### src/rtl/ps2_scancode_decoder_if.sv
// Bundle between the PS/2 receiver, the scan-code decoder and the character
// consumer. The master side drives scan bytes and FIFO controls; the slave is the decoder.
interface ps2_scancode_decoder_if;
  logic [7:0] scan_data;
  logic       scan_valid;
  logic       rd_en;
  logic       clear_overflow;
  logic [7:0] ascii_data;
  logic       fifo_empty;
  logic       fifo_full;
  logic       overflow;
  logic       shift_active;
  logic       caps_lock;

  modport master (
    output scan_data, scan_valid, rd_en, clear_overflow,
    input  ascii_data, fifo_empty, fifo_full, overflow, shift_active, caps_lock
  );

  modport slave (
    input  scan_data, scan_valid, rd_en, clear_overflow,
    output ascii_data, fifo_empty, fifo_full, overflow, shift_active, caps_lock
  );
endinterface

### src/rtl/ps2_scancode_decoder.sv
// Set-2 scan-code to ASCII translator with make/break/extended prefix tracking,
// Shift/Caps-Lock state and a first-word-fall-through character FIFO.
module ps2_scancode_decoder #(
  parameter int FIFO_DEPTH = 8,
  parameter int ADDR_W     = 3
) (
  input logic                  clock,
  input logic                  resetn,
  ps2_scancode_decoder_if.slave bus
);

  typedef enum logic [1:0] {
    ST_IDLE,
    ST_BREAK,
    ST_EXT,
    ST_EXT_BREAK
  } state_t;

  localparam logic [ADDR_W:0]   DEPTH_CNT = (ADDR_W + 1)'(FIFO_DEPTH);
  localparam logic [ADDR_W:0]   ONE_CNT   = (ADDR_W + 1)'(1);
  localparam logic [ADDR_W-1:0] ONE_PTR   = ADDR_W'(1);

  state_t            state_reg, state_next;
  logic              shift_reg, shift_next;
  logic              caps_reg, caps_next;
  logic              push;
  logic [7:0]        push_char;
  logic [7:0]        upper_char;
  logic [7:0]        direct_char;

  logic [7:0]        mem [FIFO_DEPTH];
  logic [ADDR_W-1:0] wr_ptr_reg, rd_ptr_reg;
  logic [ADDR_W:0]   count_reg;
  logic              overflow_reg;
  logic              fifo_empty, fifo_full, pop, do_write, ovf_set;

  // Letter lookup yields the uppercase code; zero means "not a letter".
  always_comb begin
    upper_char = 8'h00;
    case (bus.scan_data)
      8'h1C: upper_char = 8'h41;  8'h32: upper_char = 8'h42;
      8'h21: upper_char = 8'h43;  8'h23: upper_char = 8'h44;
      8'h24: upper_char = 8'h45;  8'h2B: upper_char = 8'h46;
      8'h34: upper_char = 8'h47;  8'h33: upper_char = 8'h48;
      8'h43: upper_char = 8'h49;  8'h3B: upper_char = 8'h4A;
      8'h42: upper_char = 8'h4B;  8'h4B: upper_char = 8'h4C;
      8'h3A: upper_char = 8'h4D;  8'h31: upper_char = 8'h4E;
      8'h44: upper_char = 8'h4F;  8'h4D: upper_char = 8'h50;
      8'h15: upper_char = 8'h51;  8'h2D: upper_char = 8'h52;
      8'h1B: upper_char = 8'h53;  8'h2C: upper_char = 8'h54;
      8'h3C: upper_char = 8'h55;  8'h2A: upper_char = 8'h56;
      8'h1D: upper_char = 8'h57;  8'h22: upper_char = 8'h58;
      8'h35: upper_char = 8'h59;  8'h1A: upper_char = 8'h5A;
      default: upper_char = 8'h00;
    endcase
  end

  // Digits and specials ignore modifiers; every valid code here is nonzero.
  always_comb begin
    direct_char = 8'h00;
    case (bus.scan_data)
      8'h45: direct_char = 8'h30;  8'h16: direct_char = 8'h31;
      8'h1E: direct_char = 8'h32;  8'h26: direct_char = 8'h33;
      8'h25: direct_char = 8'h34;  8'h2E: direct_char = 8'h35;
      8'h36: direct_char = 8'h36;  8'h3D: direct_char = 8'h37;
      8'h3E: direct_char = 8'h38;  8'h46: direct_char = 8'h39;
      8'h29: direct_char = 8'h20;  8'h5A: direct_char = 8'h0D;
      8'h66: direct_char = 8'h08;
      default: direct_char = 8'h00;
    endcase
  end

  always_comb begin
    state_next = state_reg;
    shift_next = shift_reg;
    caps_next  = caps_reg;
    push       = 1'b0;
    push_char  = 8'h00;
    if (bus.scan_valid) begin
      case (state_reg)
        ST_IDLE: begin
          case (bus.scan_data)
            8'hF0: state_next = ST_BREAK;
            8'hE0: state_next = ST_EXT;
            8'h12, 8'h59: shift_next = 1'b1;
            8'h58: caps_next = ~caps_reg;
            default: begin
              if (upper_char != 8'h00) begin
                push      = 1'b1;
                push_char = (shift_reg ^ caps_reg) ? upper_char : upper_char + 8'h20;
              end else if (direct_char != 8'h00) begin
                push      = 1'b1;
                push_char = direct_char;
              end
            end
          endcase
        end
        ST_BREAK: begin
          if (bus.scan_data == 8'h12 || bus.scan_data == 8'h59) shift_next = 1'b0;
          state_next = ST_IDLE;
        end
        // Extended makes (arrows, E0 12 fake shift) carry no character.
        ST_EXT: state_next = (bus.scan_data == 8'hF0) ? ST_EXT_BREAK : ST_IDLE;
        default: state_next = ST_IDLE;
      endcase
    end
  end

  always_ff @(posedge clock or negedge resetn) begin
    if (!resetn) begin
      state_reg <= ST_IDLE;
      shift_reg <= 1'b0;
      caps_reg  <= 1'b0;
    end else begin
      state_reg <= state_next;
      shift_reg <= shift_next;
      caps_reg  <= caps_next;
    end
  end

  assign fifo_empty = (count_reg == '0);
  assign fifo_full  = (count_reg == DEPTH_CNT);
  assign pop        = bus.rd_en && !fifo_empty;
  // A pop on a full FIFO frees the slot the same-cycle push lands in.
  assign do_write   = push && (!fifo_full || pop);
  assign ovf_set    = push && fifo_full && !pop;

  always_ff @(posedge clock) begin
    if (do_write) mem[wr_ptr_reg] <= push_char;
  end

  always_ff @(posedge clock or negedge resetn) begin
    if (!resetn) begin
      wr_ptr_reg   <= '0;
      rd_ptr_reg   <= '0;
      count_reg    <= '0;
      overflow_reg <= 1'b0;
    end else begin
      if (do_write) wr_ptr_reg <= wr_ptr_reg + ONE_PTR;
      if (pop)      rd_ptr_reg <= rd_ptr_reg + ONE_PTR;
      if (do_write && !pop)      count_reg <= count_reg + ONE_CNT;
      else if (!do_write && pop) count_reg <= count_reg - ONE_CNT;
      if (ovf_set)                 overflow_reg <= 1'b1;
      else if (bus.clear_overflow) overflow_reg <= 1'b0;
    end
  end

  assign bus.ascii_data   = fifo_empty ? 8'h00 : mem[rd_ptr_reg];
  assign bus.fifo_empty   = fifo_empty;
  assign bus.fifo_full    = fifo_full;
  assign bus.overflow     = overflow_reg;
  assign bus.shift_active = shift_reg;
  assign bus.caps_lock    = caps_reg;

endmodule

### src/flat_wrapper.sv
// flat-port wrapper written by rule: the top's interface ports become plain ports
module ps2_scancode_decoder_flat 
#(
  parameter int FIFO_DEPTH = 8,
  parameter int ADDR_W     = 3
)
  (clock, resetn, bus_scan_data, bus_scan_valid, bus_rd_en, bus_clear_overflow, bus_ascii_data, bus_fifo_empty, bus_fifo_full, bus_overflow, bus_shift_active, bus_caps_lock);
  ps2_scancode_decoder_if bus_i ();
  input logic clock;
  input logic resetn;
  input wire logic [$bits(bus_i.scan_data)-1:0] bus_scan_data;
  input wire logic [$bits(bus_i.scan_valid)-1:0] bus_scan_valid;
  input wire logic [$bits(bus_i.rd_en)-1:0] bus_rd_en;
  input wire logic [$bits(bus_i.clear_overflow)-1:0] bus_clear_overflow;
  output wire logic [$bits(bus_i.ascii_data)-1:0] bus_ascii_data;
  output wire logic [$bits(bus_i.fifo_empty)-1:0] bus_fifo_empty;
  output wire logic [$bits(bus_i.fifo_full)-1:0] bus_fifo_full;
  output wire logic [$bits(bus_i.overflow)-1:0] bus_overflow;
  output wire logic [$bits(bus_i.shift_active)-1:0] bus_shift_active;
  output wire logic [$bits(bus_i.caps_lock)-1:0] bus_caps_lock;
  assign bus_i.scan_data = bus_scan_data;
  assign bus_i.scan_valid = bus_scan_valid;
  assign bus_i.rd_en = bus_rd_en;
  assign bus_i.clear_overflow = bus_clear_overflow;
  assign bus_ascii_data = bus_i.ascii_data;
  assign bus_fifo_empty = bus_i.fifo_empty;
  assign bus_fifo_full = bus_i.fifo_full;
  assign bus_overflow = bus_i.overflow;
  assign bus_shift_active = bus_i.shift_active;
  assign bus_caps_lock = bus_i.caps_lock;
  ps2_scancode_decoder #(.FIFO_DEPTH(FIFO_DEPTH), .ADDR_W(ADDR_W)) u_core (.clock(clock), .resetn(resetn), .bus(bus_i));
endmodule
### config.mk
export PLATFORM = sky130hd
export DESIGN_NAME = ps2_scancode_decoder_flat
export DESIGN_NICKNAME = d
export VERILOG_FILES = /design/src/rtl/ps2_scancode_decoder_if.sv /design/src/rtl/ps2_scancode_decoder.sv /design/src/flat_wrapper.sv
export SDC_FILE = /design/constraint.sdc
export NUM_CORES = 1
export LEC_CHECK = 0
export CAP_MARGIN = 20
export CORE_ASPECT_RATIO = 0.9
export CORE_MARGIN = 8
export CORE_UTILIZATION = 60
export DETAILED_ROUTE_END_ITERATION = 6
export PLACE_DENSITY = 0.79
export SLEW_MARGIN = 20
export SYNTH_ARGS = -nofsm -noshare
export SYNTH_HDL_FRONTEND = slang
export SYNTH_SLANG_ARGS = --single-unit
### constraint.sdc
create_clock -name clock -period 5.1 [get_ports clock]
set_clock_uncertainty 0.1 [all_clocks]
set_input_delay 1.02 -clock clock [delete_from_list [all_inputs] [get_ports clock]]
set_output_delay 1.02 -clock clock [all_outputs]
set_load 0.03 [all_outputs]
==> flow_metrics.env <==
export IMPL_die_height_um=95.4
export IMPL_switching_share=0.354
export IMPL_wirelength_mm=9.55
export IMPL_grt_first_pass_wirelength_mm=15.5
export IMPL_hold_violations=0
export IMPL_syn2layout_area_growth_pct=14.8
export IMPL_power_frac_seq=0.402
export IMPL_avgSynthCellArea_um2=12.6
export IMPL_dp_slack_ns=0.251
export IMPL_drtPass1Iterations=5
export IMPL_synth_edf_count=56
export IMPL_grt_pass1_vias=2876
export IMPL_cellLeakagePower_nw=1.76
export IMPL_vdd_drop_max_mv=0.265
export IMPL_hp_class="reg -> reg"
export IMPL_ctsResizeCount=0
export IMPL_numClockSinks=71
export IMPL_synth_seq_cells=71
export IMPL_syn_inst=333
export IMPL_syn_nets=359
export IMPL_rsz0062_at_grt="no"
export IMPL_timing_setup_tns_ns=0
export IMPL_critPathCaptureType="flop"
export IMPL_largest_register_ffs=56
export IMPL_pin_count=26
export IMPL_vias=2971
export IMPL_design_power_total_mw=2.12
export IMPL_worst_slack_ns=0.587
export IMPL_die_area_mm2=0.00995
export IMPL_slew_limit_headroom=0.350
export IMPL_cp_data_required_time_ns=5.23
export IMPL_worstSkewPairLatency_ns=0.35
export IMPL_drive_gt1_frac=0.225
export IMPL_cts_clk_slew_worst_paths_ns=0.08
export IMPL_p_per_area_mw_per_mm2=440
export IMPL_postRouteAntennaNets=0
export IMPL_status="finished, final reports clean"
export IMPL_dp_hpwl_mm=6.93
export IMPL_rows=29
export IMPL_coreArea_mm2=0.00693
export IMPL_drt_initial_drc_count=329
export IMPL_start_util=0.607
export IMPL_p_clk_frac=0.239
export IMPL_cts_tree="done"
export IMPL_period_share=0.885
export IMPL_cts_root_buffer="clkbuf_8"
export IMPL_worst_hold_slack_ns=0.432
export IMPL_max_freq_mhz=222
export IMPL_synth_warnings=0
export IMPL_htreeDepth=3
export IMPL_hold_buffers=0
export IMPL_critPathMaxFanout=10
export IMPL_critPathArrivalTime_ns=4.65
export IMPL_cts_buffer_depth=2
export IMPL_tightest_slew_ns=0.966
export IMPL_syn_cell_area_mm2=0.00421
export IMPL_final_common_cell="edfxtp_1"
export IMPL_p_comb_frac=0.359
export IMPL_postCtsSetupBuffers=0
export IMPL_drcViolationCount=0
export IMPL_final_setup_viol_count=0
export IMPL_ys_async_sr_fraction=0.211
export IMPL_wl_per_cell_um=20.3
export IMPL_grt_max_degree=20
export IMPL_antenna_found_initial=0
export IMPL_stdcell_count=471
export IMPL_dp_cells=455
export IMPL_n_antenna_cell=0
export IMPL_grt_ovfl_total=0
export IMPL_ys_seq_area_frac=0.489
export IMPL_intPower_mw=1.37
export IMPL_startpoint_type="primary input"
export IMPL_synth_cell_types=73
export IMPL_fin_nets=399
export IMPL_final_cell_mix="56 x edfxtp_1, 27 x nor2_1, 27 x buf_4"
export IMPL_fp_dieW_um=104
export IMPL_grt_use_total=0.204
export IMPL_io_buffers=24
export IMPL_cts_made_buffers=9
export IMPL_ys_flop_type="edfxtp_1"
export IMPL_switchingPower_mw=0.752
export IMPL_path_class="in -> reg"
export IMPL_finalWeightedCongestion=0.951
export IMPL_via_per_inst=6.31
export IMPL_drv_slew=0
export IMPL_drv_cap=0
export IMPL_fin_crit_ns=4.51
## kinds of logic (layout without fill, tap and decap cells)
group                    count (synthesis)  in the layout  synth area share
XOR/XNOR                                11             11            0.0229
adder cells (fa/ha/maj)                 13             13            0.0405
AND/OR/NAND/NOR                        106            106             0.156
multiplexers                            34             34             0.126
flip-flops                              71             71             0.489
buffers and inverters                   33             78            0.0494
other                                    1              1          0.000891
AO/OA/AOI/OAI                           64             64             0.115
## worst max-delay path, stage by stage
cell and delay, ns:
clkdlybuf4s50_1 0.53, inv_1 0.10, ha_1 0.34, nor2b_1 0.20, o21a_1 0.20, o311ai_1 0.36
nand3_1 0.16, a31o_1 0.26, o21ai_2 0.16, inv_2 0.04, ha_1 0.21, inv_1 0.14
ha_1 0.26, a21o_1 0.16, a21oi_1 0.16, xnor2_1 0.13, nor2_1 0.06, xor2_1 0.14
## worst paths after layout
kind,end,start,slack (ns),depth (start not counted)
min in group asynchronous,u_core.count_reg[1]$_DFFE_PN0P_,resetn,0.99,1
setup / recovery,u_core.count_reg[3]$_DFFE_PN0P_,bus_scan_data[0],0.59,18
setup reg to reg,u_core.count_reg[3]$_DFFE_PN0P_,u_core.count_reg[1]$_DFFE_PN0P_,2.00,10
max in group asynchronous,u_core.count_reg[0]$_DFFE_PN0P_,resetn,3.46,1
hold / removal,u_core.bus.caps_lock$_DFFE_PN0P_,u_core.bus.caps_lock$_DFFE_PN0P_,0.43,1
hold reg to reg,u_core.bus.caps_lock$_DFFE_PN0P_,u_core.bus.caps_lock$_DFFE_PN0P_,0.43,1
## Yosys cell counts (2+ instances only)
| master | number | area, um2 |
|---|---|---|
| o32ai_1 | 3 | 26.3 |
| nor2_1 | 27 | 101 |
| o21ai_2 | 2 | 17.5 |
| a211oi_1 | 3 | 22.5 |
| o22ai_1 | 3 | 18.8 |
| nor4b_2 | 4 | 60.1 |
| mux2i_1 | 13 | 130 |
| inv_1 | 8 | 30.0 |
| clkbuf_1 | 4 | 15.0 |
| a21o_1 | 3 | 22.5 |
| nand3_1 | 7 | 35.0 |
| o211ai_1 | 4 | 30.0 |
| a221oi_1 | 2 | 17.5 |
| nand2_1 | 14 | 52.6 |
| mux2_2 | 3 | 33.8 |
| buf_4 | 4 | 30.0 |
| buf_6 | 5 | 56.3 |
| inv_2 | 3 | 11.3 |
| o21a_1 | 2 | 15.0 |
| a21oi_1 | 18 | 90.1 |
| ha_1 | 12 | 150 |
| xnor2_1 | 8 | 70.1 |
| or3_1 | 2 | 12.5 |
| nor2b_1 | 6 | 37.5 |
| nor3b_1 | 2 | 15.0 |
| mux2_4 | 2 | 30.0 |
| edfxtp_1 | 56 | 1680 |
| dfrtp_1 | 15 | 375 |
| nand3b_1 | 6 | 45.0 |
| or2b_1 | 3 | 22.5 |
| mux2_1 | 2 | 22.5 |
| nor3_1 | 4 | 20.0 |
| buf_1 | 4 | 15.0 |
| a311o_1 | 2 | 20.0 |
| nand2b_1 | 12 | 75.1 |
| buf_2 | 3 | 15.0 |
| xor2_1 | 3 | 26.3 |
| mux4_2 | 14 | 315 |
| and3_1 | 4 | 25.0 |
| o21ai_0 | 4 | 20.0 |
| a31oi_1 | 5 | 31.3 |
## area by class of cell
cell class	instances	area (um2)
repair buffers	51	443
flip-flops and latches	71	2060
inverters	11	41.3
well taps	93	116
clock inverters	7	105
multi-input cells	229	1940
fillers	471	2100
clock buffers	9	124
## power by group through the flow
| stage | registers [mW] | logic [mW] | clock network (mW) |
|---|---|---|---|
| floorplan | 0.756 | 0.608 | 0 |
| global placement | 0.862 | 0.729 | 0 |
| detailed placement | 0.867 | 0.760 | 0 |
| CTS | 0.856 | 0.769 | 0.518 |
| global route | 0.868 | 0.823 | 0.540 |
| finish | 0.855 | 0.762 | 0.508 |
## stage by stage
step | area, um2 | utilization
after detailed placement | 4600 | 0.664
after floorplan | 4210 | -
after global routing | 4830 | 0.697
after CTS | 4830 | 0.697
final | 4830 | 0.697
after global placement | 4600 | 0.664
## layer usage
metal | global-route usage | vias to the layer above | share of wire
met5 | 0 | - | 0
met4 | 0.111 | 0 | 0.032
met3 | 0.0432 | 28 | 0.080
met2 | 0.318 | 142 | 0.46
met1 | 0.264 | 1442 | 0.43
li1 | - | 1359 | -
Power figures use the tool's default switching activity.
